==> src/rtl/swap_pair_pkg.sv <==
// ---------------------------------------------------------------------------
// swap_pair_pkg
// Shared types for the swap-pair loader and the compare/swap helpers that
// later sorting-network stages reuse.
//   mode_e  : per-pair swap policy (pass, always swap, sort asc, sort desc)
//   state_e : loader pair-assembly state (empty, one word held, pair ready)
// ---------------------------------------------------------------------------
package swap_pair_pkg;

   typedef enum logic [1:0] {
      MODE_PASS = 2'b00,
      MODE_SWAP = 2'b01,
      MODE_ASC  = 2'b10,
      MODE_DESC = 2'b11
   } mode_e;

   typedef enum logic [1:0] {
      ST_EMPTY = 2'b00,
      ST_HALF  = 2'b01,
      ST_FULL  = 2'b10
   } state_e;

endpackage : swap_pair_pkg

==> src/rtl/swap_decide.sv <==
// ---------------------------------------------------------------------------
// swap_decide
// Combinational swap decision for an ordered word pair (a first, b second).
// Ports:
//   mode : swap policy (mode_e)
//   a    : first word of the pair
//   b    : second word of the pair
//   swap : 1 when the pair should be exchanged; equal words never swap in
//          the sort modes, so sorting stays stable.
// ---------------------------------------------------------------------------
module swap_decide
   import swap_pair_pkg::*;
#(
   parameter int N = 8
) (
   input  mode_e        mode,
   input  logic [N-1:0] a,
   input  logic [N-1:0] b,
   output logic         swap
);

   always_comb begin
      // NOTE: default assignment first so no path leaves swap unassigned
      // (which would infer a latch).
      swap = 1'b0;
      unique case (mode)
         MODE_PASS: swap = 1'b0;
         MODE_SWAP: swap = 1'b1;
         MODE_ASC:  swap = (a > b);
         MODE_DESC: swap = (a < b);
         default:   swap = 1'b0;
      endcase
   end

endmodule : swap_decide

==> src/rtl/swap_pair_loader.sv <==
// ---------------------------------------------------------------------------
// swap_pair_loader
// Upstream feeder for data_swapper: collects a valid/ready word stream into
// ordered pairs, decides per pair whether to swap, and presents registered
// in1/in2/swap_en behind a valid/ready handshake.
//
// Build option: define SWAP_PAIR_FLUSH_EN to let `flush` emit a held lone
// word padded with PAD (pair_pad=1). Without it, flush is ignored and
// pair_pad is tied low.
//
// Ports:
//   clk, rst      : clock (rising edge), asynchronous active-high reset
//   cfg_mode      : swap policy, latched with the first word of each pair
//   s_valid/s_data/s_ready : input word stream
//   flush         : single-cycle request to emit a held lone word
//   pair_valid/pair_ready  : output pair handshake
//   pair_in1/pair_in2      : first/second word, to data_swapper in1/in2
//   pair_swap_en  : to data_swapper swap_en
//   pair_pad      : pair_in2 is filler, not real data
//   pair_cnt      : pairs handed off, wraps
// ---------------------------------------------------------------------------
module swap_pair_loader
   import swap_pair_pkg::*;
#(
   parameter int           N     = 8,
   parameter int           CNT_W = 16,
   parameter logic [N-1:0] PAD   = {N{1'b0}}
) (
   input  logic             clk,
   input  logic             rst,
   input  logic [1:0]       cfg_mode,
   input  logic             s_valid,
   input  logic [N-1:0]     s_data,
   output logic             s_ready,
   input  logic             flush,
   output logic             pair_valid,
   input  logic             pair_ready,
   output logic [N-1:0]     pair_in1,
   output logic [N-1:0]     pair_in2,
   output logic             pair_swap_en,
   output logic             pair_pad,
   output logic [CNT_W-1:0] pair_cnt
);

   state_e state;
   mode_e  mode_q;
   logic   accept;
   logic   swap;

   // A full pair frees its slot in the same cycle it is handed off, which is
   // what sustains one word per cycle.
   assign s_ready = (state != ST_FULL) || pair_ready;
   assign accept  = s_valid && s_ready;

   // Decision compares the held first word against the incoming second word
   // under the mode latched with the first word.
   swap_decide #(.N(N)) u_swap_decide (
      .mode (mode_q),
      .a    (pair_in1),
      .b    (s_data),
      .swap (swap)
   );

`ifdef SWAP_PAIR_FLUSH_EN
   logic pad_q;
   assign pair_pad = pad_q;
`else
   // flush and PAD exist only for interface compatibility in this build.
   logic unused_flush_pad;
   assign unused_flush_pad = ^{flush, PAD};
   assign pair_pad         = 1'b0;
`endif

   // NOTE: sequential state uses non-blocking assignments only, so every
   // register samples pre-edge values regardless of statement order.
   always_ff @(posedge clk or posedge rst) begin
      if (rst) begin
         state        <= ST_EMPTY;
         mode_q       <= MODE_PASS;
         pair_valid   <= 1'b0;
         pair_in1     <= '0;
         pair_in2     <= '0;
         pair_swap_en <= 1'b0;
         pair_cnt     <= '0;
`ifdef SWAP_PAIR_FLUSH_EN
         pad_q        <= 1'b0;
`endif
      end else begin
         unique case (state)
            ST_EMPTY: begin
               if (accept) begin
                  pair_in1 <= s_data;
                  mode_q   <= mode_e'(cfg_mode);
                  state    <= ST_HALF;
               end
            end
            ST_HALF: begin
               if (accept) begin
                  pair_in2     <= s_data;
                  pair_swap_en <= swap;
                  pair_valid   <= 1'b1;
`ifdef SWAP_PAIR_FLUSH_EN
                  pad_q        <= 1'b0;
`endif
                  state        <= ST_FULL;
               end
`ifdef SWAP_PAIR_FLUSH_EN
               else if (flush) begin
                  pair_in2     <= PAD;
                  pair_swap_en <= 1'b0;
                  pad_q        <= 1'b1;
                  pair_valid   <= 1'b1;
                  state        <= ST_FULL;
               end
`endif
            end
            ST_FULL: begin
               // Outputs hold until the downstream takes the pair.
               if (pair_ready) begin
                  pair_valid <= 1'b0;
                  pair_cnt   <= pair_cnt + CNT_W'(1);
                  if (accept) begin
                     pair_in1 <= s_data;
                     mode_q   <= mode_e'(cfg_mode);
                     state    <= ST_HALF;
                  end else begin
                     state    <= ST_EMPTY;
                  end
               end
            end
            default: state <= ST_EMPTY;
         endcase
      end
   end

endmodule : swap_pair_loader

==> config.mk <==
export PLATFORM = sky130hd
export DESIGN_NAME = swap_pair_loader
export DESIGN_NICKNAME = d
export VERILOG_FILES = /design/src/rtl/swap_pair_pkg.sv /design/src/rtl/swap_decide.sv /design/src/rtl/swap_pair_loader.sv
export SDC_FILE = /design/constraint.sdc
export NUM_CORES = 1
export LEC_CHECK = 0
export CAP_MARGIN = 20
export CORE_ASPECT_RATIO = 1.25
export CORE_UTILIZATION = 40
export CTS_CLUSTER_SIZE = 8
export DETAILED_ROUTE_END_ITERATION = 10
export HOLD_SLACK_MARGIN = 0.05
export PLACE_DENSITY_LB_ADDON = 0.12
export SLEW_MARGIN = 30
export SYNTH_ARGS = -nofsm -noshare
export SYNTH_HDL_FRONTEND = slang
export SYNTH_SLANG_ARGS = --single-unit
==> constraint.sdc <==
create_clock -name clk -period 3.5 [get_ports clk]
set_input_delay 0.7 -clock clk [delete_from_list [all_inputs] [get_ports clk]]
set_output_delay 0.7 -clock clk [all_outputs]
set_load 0.01 [all_outputs]
==> reports/metrics.yaml <==
wl_mm: 3.48
synth_nets: 176
synth_area_um2: 1760
crit_family: "buffers and inverters"
top_layer_used: "met4"
clock_sink_count: 38
cts_max_level: 2
max_stage_delay_ns: 0.48
fin_util: 0.571
hold_viol_final: 0
fin_hold_ws_ns: 0.485
async_flop_share: 1.00
drc: 0
track_usage: 0.169
synth-seq-cells: 38
synth_edf_count: 0
crit_required_ns: 2.80
cp-end-kind: "primary output"
worstPathMaxFanout: 4
numCtsBuffers: 5
r2r_end: "pair_swap_en"
die_area_um2: 4680
routedWlPerCell_um: 13.3
slowest_stage: "clkdlybuf4s50_1"
synth_most_common_cell: "dfrtp_1"
drive_gt1_frac: 0.102
path_buf_inv: 2
post_cts_buffers: 0
fin_crit_ns: 2.76
dieHeight_um: 76.2
peakVddDrop_mv: 0.471
start_util: 0.423
drv_slew: 0
synth_top_area_share: 0.540
ant_nets: 0
synth_flop_cell: "dfrtp_1"
status: "finished clean"
wl_met2_mm: 1.78
dp.cells: 254
portBuffers: 48
nNetsFinal: 229
diodes: 0
cts_tree: "built"
ys_warn_count: 0
ctsRootBufferMaster: "clkbuf_8"
met3_length_um: 163
worstPathArrival_ns: 2.06
syn_to_final_growth_pct: 34.9
r2r_slack_ns: 1.64
rsz0062_at_grt: "false"
cp_cell_sequence: "clkdlybuf4s50_1 > or3b_4 > clkdlybuf4s50_1"
clk_pin_slew_ns: 0.07
clkLatencyLatePin_ns: 0.29
met1_length_mm: 1.48
die_width_um: 61.4
fin_worst_skew_ns: 0.00688
gp_congestion: 0.839
crit_top_cell: "clkdlybuf4s50_1"
final_cells: 261
synth.area.top_cells: "dfrtp_1 (54%), mux2_4 (6.8%), ha_1 (6.4%)"
startpoint: "pair_ready"
io_pins: 51
worstHoldPathCells: 2
cts_resized: 0
ctsHoldBuffers: 0
hold_end: "pair_valid"
clk_path_buf_depth: 2
critPathKind: "in2out"
setup_tns_ns: 0
crit_path_start_kind: "primary input"
power_density_nw_per_um2: 704
hold_start: "pair_valid"
core_um2: 4160
via_per_inst: 4.88
reg2reg_depth: 7
hold_class: "reg2reg"
slew-limit-headroom: 0.554
rows: 26
first_pass_iters: 4
synth.distinct_cells: 30
grt_overflow: 0
ys_seq_area_frac: 0.540
fillers: 392
maxCapViolCount: 0
antenna_found_initial: 0
via_count: 1274
grt_pass1_wl_mm: 5.81
synth_common_cells: "dfrtp_1 (38), nand2_1 (20), xnor2_1 (11)"
crit_cells: 3
synthCells: 152
hpwl_mm: 2.57
first_iter_violations: 26
syn_avg_cell_area_um2: 11.6
fmax_mhz: 363
tightest_slew_ns: 0.666
final.period_utilization: 0.788
grt_pass1_vias: 1283
setup_viol: 0
leakage_nw: 1.09
reg2reg_from: "pair_in1[1]"
grt_max_degree: 39
synth_top_cell_by_area: "dfrtp_1"
==> per-layer routing <==
metal  vias up  track usage
met1       612        0.192
met2        39        0.292
met4         0       0.0600
met5         -            0
li1        616            -
met3         7       0.0458
==> layout make-up <==
type / instances / area (um^2) / share of cell area
Clock buffer: 5 / 68.8 / 0.0290
Clock inverter: 2 / 10.0 / 0.00421
Tap cell: 56 / 70.1 / 0.0295
Multi-Input combinational cell: 102 / 754 / 0.318
Sequential cell: 38 / 951 / 0.400
Inverter: 9 / 33.8 / 0.0142
Timing Repair Buffer: 49 / 488 / 0.205
==> where the power goes <==
| group | internal, W | leakage, nW | switching, W | total (W) |
|---|---|---|---|---|
| sequential | 0.000584 | 0.482 | 0.000120 | 0.000704 |
| combinational | 0.000416 | 0.564 | 0.000274 | 0.000690 |
| clock | 0.000134 | 0.0438 | 0.000146 | 0.000280 |
| total | 0.00113 | 1.09 | 0.000541 | 0.00167 |
==> tightest hold or removal path: cells and delay by family (launching register included) <==
kind | cells | cell delay [ns]
flops | 1 | 0.35
simple gates | 2 | 0.10
==> logic make-up after synthesis <==
group                      Yosys count  share of synthesized area
DFF                                 38                      0.540
muxes                               10                     0.0810
other                                1                    0.00213
AOI/OAI and AO/OA                   17                     0.0554
and+or+nand+nor                     49                      0.146
xor gates and xnor gates            16                     0.0795
adders and majority gates            9                     0.0639
buffers and inverters               12                     0.0320
==> registers in the layout (all words and copies together), names as in the netlist <==
name and cells:
pair_valid 1, pair_cnt 16, pair_in2 8, pair_in1 8, state 2, pair_swap_en 1
mode_q 2
==> placed cells by master, fill, tap and decap left out, types with 4 or more instances in the layout <==
cell	count
inv_1	9
dfrtp_1	38
clkbuf_8	5
ha_1	9
a21oi_1	4
o21ai_0	9
nor2b_1	4
xnor2_1	11
mux2_4	8
xor2_1	5
nor2_1	5
nand3_1	6
clkdlybuf4s50_1	48
nand2_1	20
==> worst max path at each step <==
stage | slack [ns] | endpoint
after floorplan | 1.42 | pair_swap_en
after global placement | 0.77 | s_ready
after detailed placement | 0.74 | s_ready
after CTS | 0.74 | s_ready
after global routing | 0.69 | s_ready
final | 0.74 | s_ready
==> through the flow <==
step	setup slack (ns)	power [W]	cell area [um^2]
after detailed placement	0.740	0.00141	2300
after floorplan	1.42	0.00107	1760
after global routing	0.686	0.00180	2380
after global placement	0.767	0.00138	2300
after CTS	0.741	0.00170	2380
final	0.743	0.00167	2380
Note: power is estimated with default switching activity, not from simulation.
==> patch, RTL diff (same settings) <==
The option `SWAP_PAIR_FLUSH_EN` is turned on by a define.
--- a/src/rtl/swap_pair_loader.sv
+++ b/src/rtl/swap_pair_loader.sv
@@ -20,4 +20,6 @@
 //   pair_cnt      : pairs handed off, wraps
 // ---------------------------------------------------------------------------
+`define SWAP_PAIR_FLUSH_EN
+
 module swap_pair_loader
    import swap_pair_pkg::*;
Behaviour: not the same (a bounded check fails within 4 cycles, from zero or initial values and one cycle with rst high).
==> patch against the original RTL <==
- sequential cell count grew 1
- wire length grew 8.7%
- register-to-register slack gained 0.18 ns
- die area grew 2.8%
- setup slack gained 0.0037 ns
- count of clock-buffer cells in the layout grew 1
- clock skew grew 0.0016 ns
- synthesized area grew 2.9%
- global-route usage grew 1.2 points
- power grew 3.0%
- via count grew 9.0%
- fmax grew 0.13%
- sequential power shrank 2%
- final area grew 5.9%
- largest cell class unchanged
- highest routed layer unchanged
==> patch: results <==
status:
  status: "finished clean"
pwr:
  p_leak_nw: 1.18
  peakVddDrop_v: 0.000404
detailed_routing:
  wire_per_inst_um: 13.6
  via_count: 1389
  drtIter0Drc: 36
  viasPerCell: 5.01
min_path:
  hold_path_startpoint: "pair_cnt[15]$_DFFE_PP0P_"
critical_path:
  cp_slowest_cell: "clkdlybuf4s50_1"
  rr_startpoint: "state[1]$_DFFE_PP0P_"
  reg2reg_to: "pair_in1[0]$_DFFE_PP0P_"
  crit_fanout: 4
  reg2reg_depth: 3
  reg2reg_slack_ns: 1.82
  cpPeakStageDelay_ns: 0.50
  cp_top_family: "buffers and inverters"
  endpoint: "s_ready"
cells_and_area:
  num-nets-final: 242
  drive_gt1_frac: 0.0868
  nFillCells: 391
  reg_top3: "pair_cnt x16, pair_in1 x8, pair_in2 x8"
cts:
  worstSkewPairLatency_ns: 0.30
  clock_path_buffers: 2
  cts_setup_buffers: 0
  cts.hold.buffers_added: 0
synth:
  ys_seq_area_frac: 0.538
  syn_inst: 162
  synth_nets: 186
  yosysWarnings: 0
  ys_types: 29
  netlist_top_cells_area: "dfrtp_1 54%, ha_1 6.2%, nand2_1 5.6%, xnor2_1 4.8%, a22o_1 3.9%"
  ys_top_cells_by_count: "39 x dfrtp_1, 27 x nand2_1, 12 x inv_1"
placed_design:
  dp.final_hpwl_mm: 2.78
  port_buffers: 50
  dpl_cell_area_um2: 2380
  gp_congestion: 0.733
  dp_cells: 269
timing:
  tightest_slew_ns: 0.708
  finClkSkew_ns: 0.00847
global_routing:
  grt_util_met3: 0.0506
  met2_usage: 0.327
  grt_pass1_wl_mm: 6.68
  use_met1: 0.193
  grt_max_degree: 40
  grt_util_all_layers: 0.181
-- patch: cell type report --
cell class | count | area, um2 | share of cell area
inverters | 12 | 45.0 | 0.0179
clock inverters | 2 | 60.1 | 0.0239
clock buffers | 6 | 72.6 | 0.0288
repair buffers | 52 | 513 | 0.204
well taps | 58 | 72.6 | 0.0288
flip-flops and latches | 39 | 976 | 0.388
multi-input cells | 108 | 777 | 0.309
-- patch: cells by family after synthesis --
kind of cell	synth area share
fa+ha+maj	0.0621
buf+inv	0.0331
flops	0.538
mux	0.0186
simple gates	0.161
compound gates	0.114
xor+xnor	0.0725
-- patch: layer usage --
metal	routed length (um)	vias to the layer above	share of wire
met1	1500	677	0.40
met2	2040	33	0.54
li1	-	671	-
met4	81	0	0.021
met3	160	8	0.042
met5	0	-	0
-- patch: where the power goes --
| group | internal, mW | total (mW) | switching [mW] |
|---|---|---|---|
| clock | 0.285 | 0.446 | 0.161 |
| sequential | 0.577 | 0.687 | 0.109 |
| combinational | 0.337 | 0.591 | 0.253 |
-- patch: worst min-delay path by stage --
stage | to | cells past startpoint
global route | pair_cnt[15]$_DFFE_PP0P_ | 1
detailed placement | pair_cnt[15]$_DFFE_PP0P_ | 1
global placement | pair_cnt[15]$_DFFE_PP0P_ | 1
finish | pair_cnt[15]$_DFFE_PP0P_ | 1
CTS | pair_cnt[15]$_DFFE_PP0P_ | 1
floorplan | mode_q[1]$_DFFE_PP0P_ | 1
-- patch: per-stage QoR --
step / power [mW] / hold WS (ns) / worst slack [ns]
2_1_floorplan: 0.968 / 0.495 / 1.70
6_report: 1.72 / 0.468 / 0.747
4_1_cts: 1.75 / 0.472 / 0.728
5_1_grt: 1.84 / 0.504 / 0.708
3_3_place_gp: 1.27 / 0.456 / 0.762
3_5_place_dp: 1.29 / 0.460 / 0.735
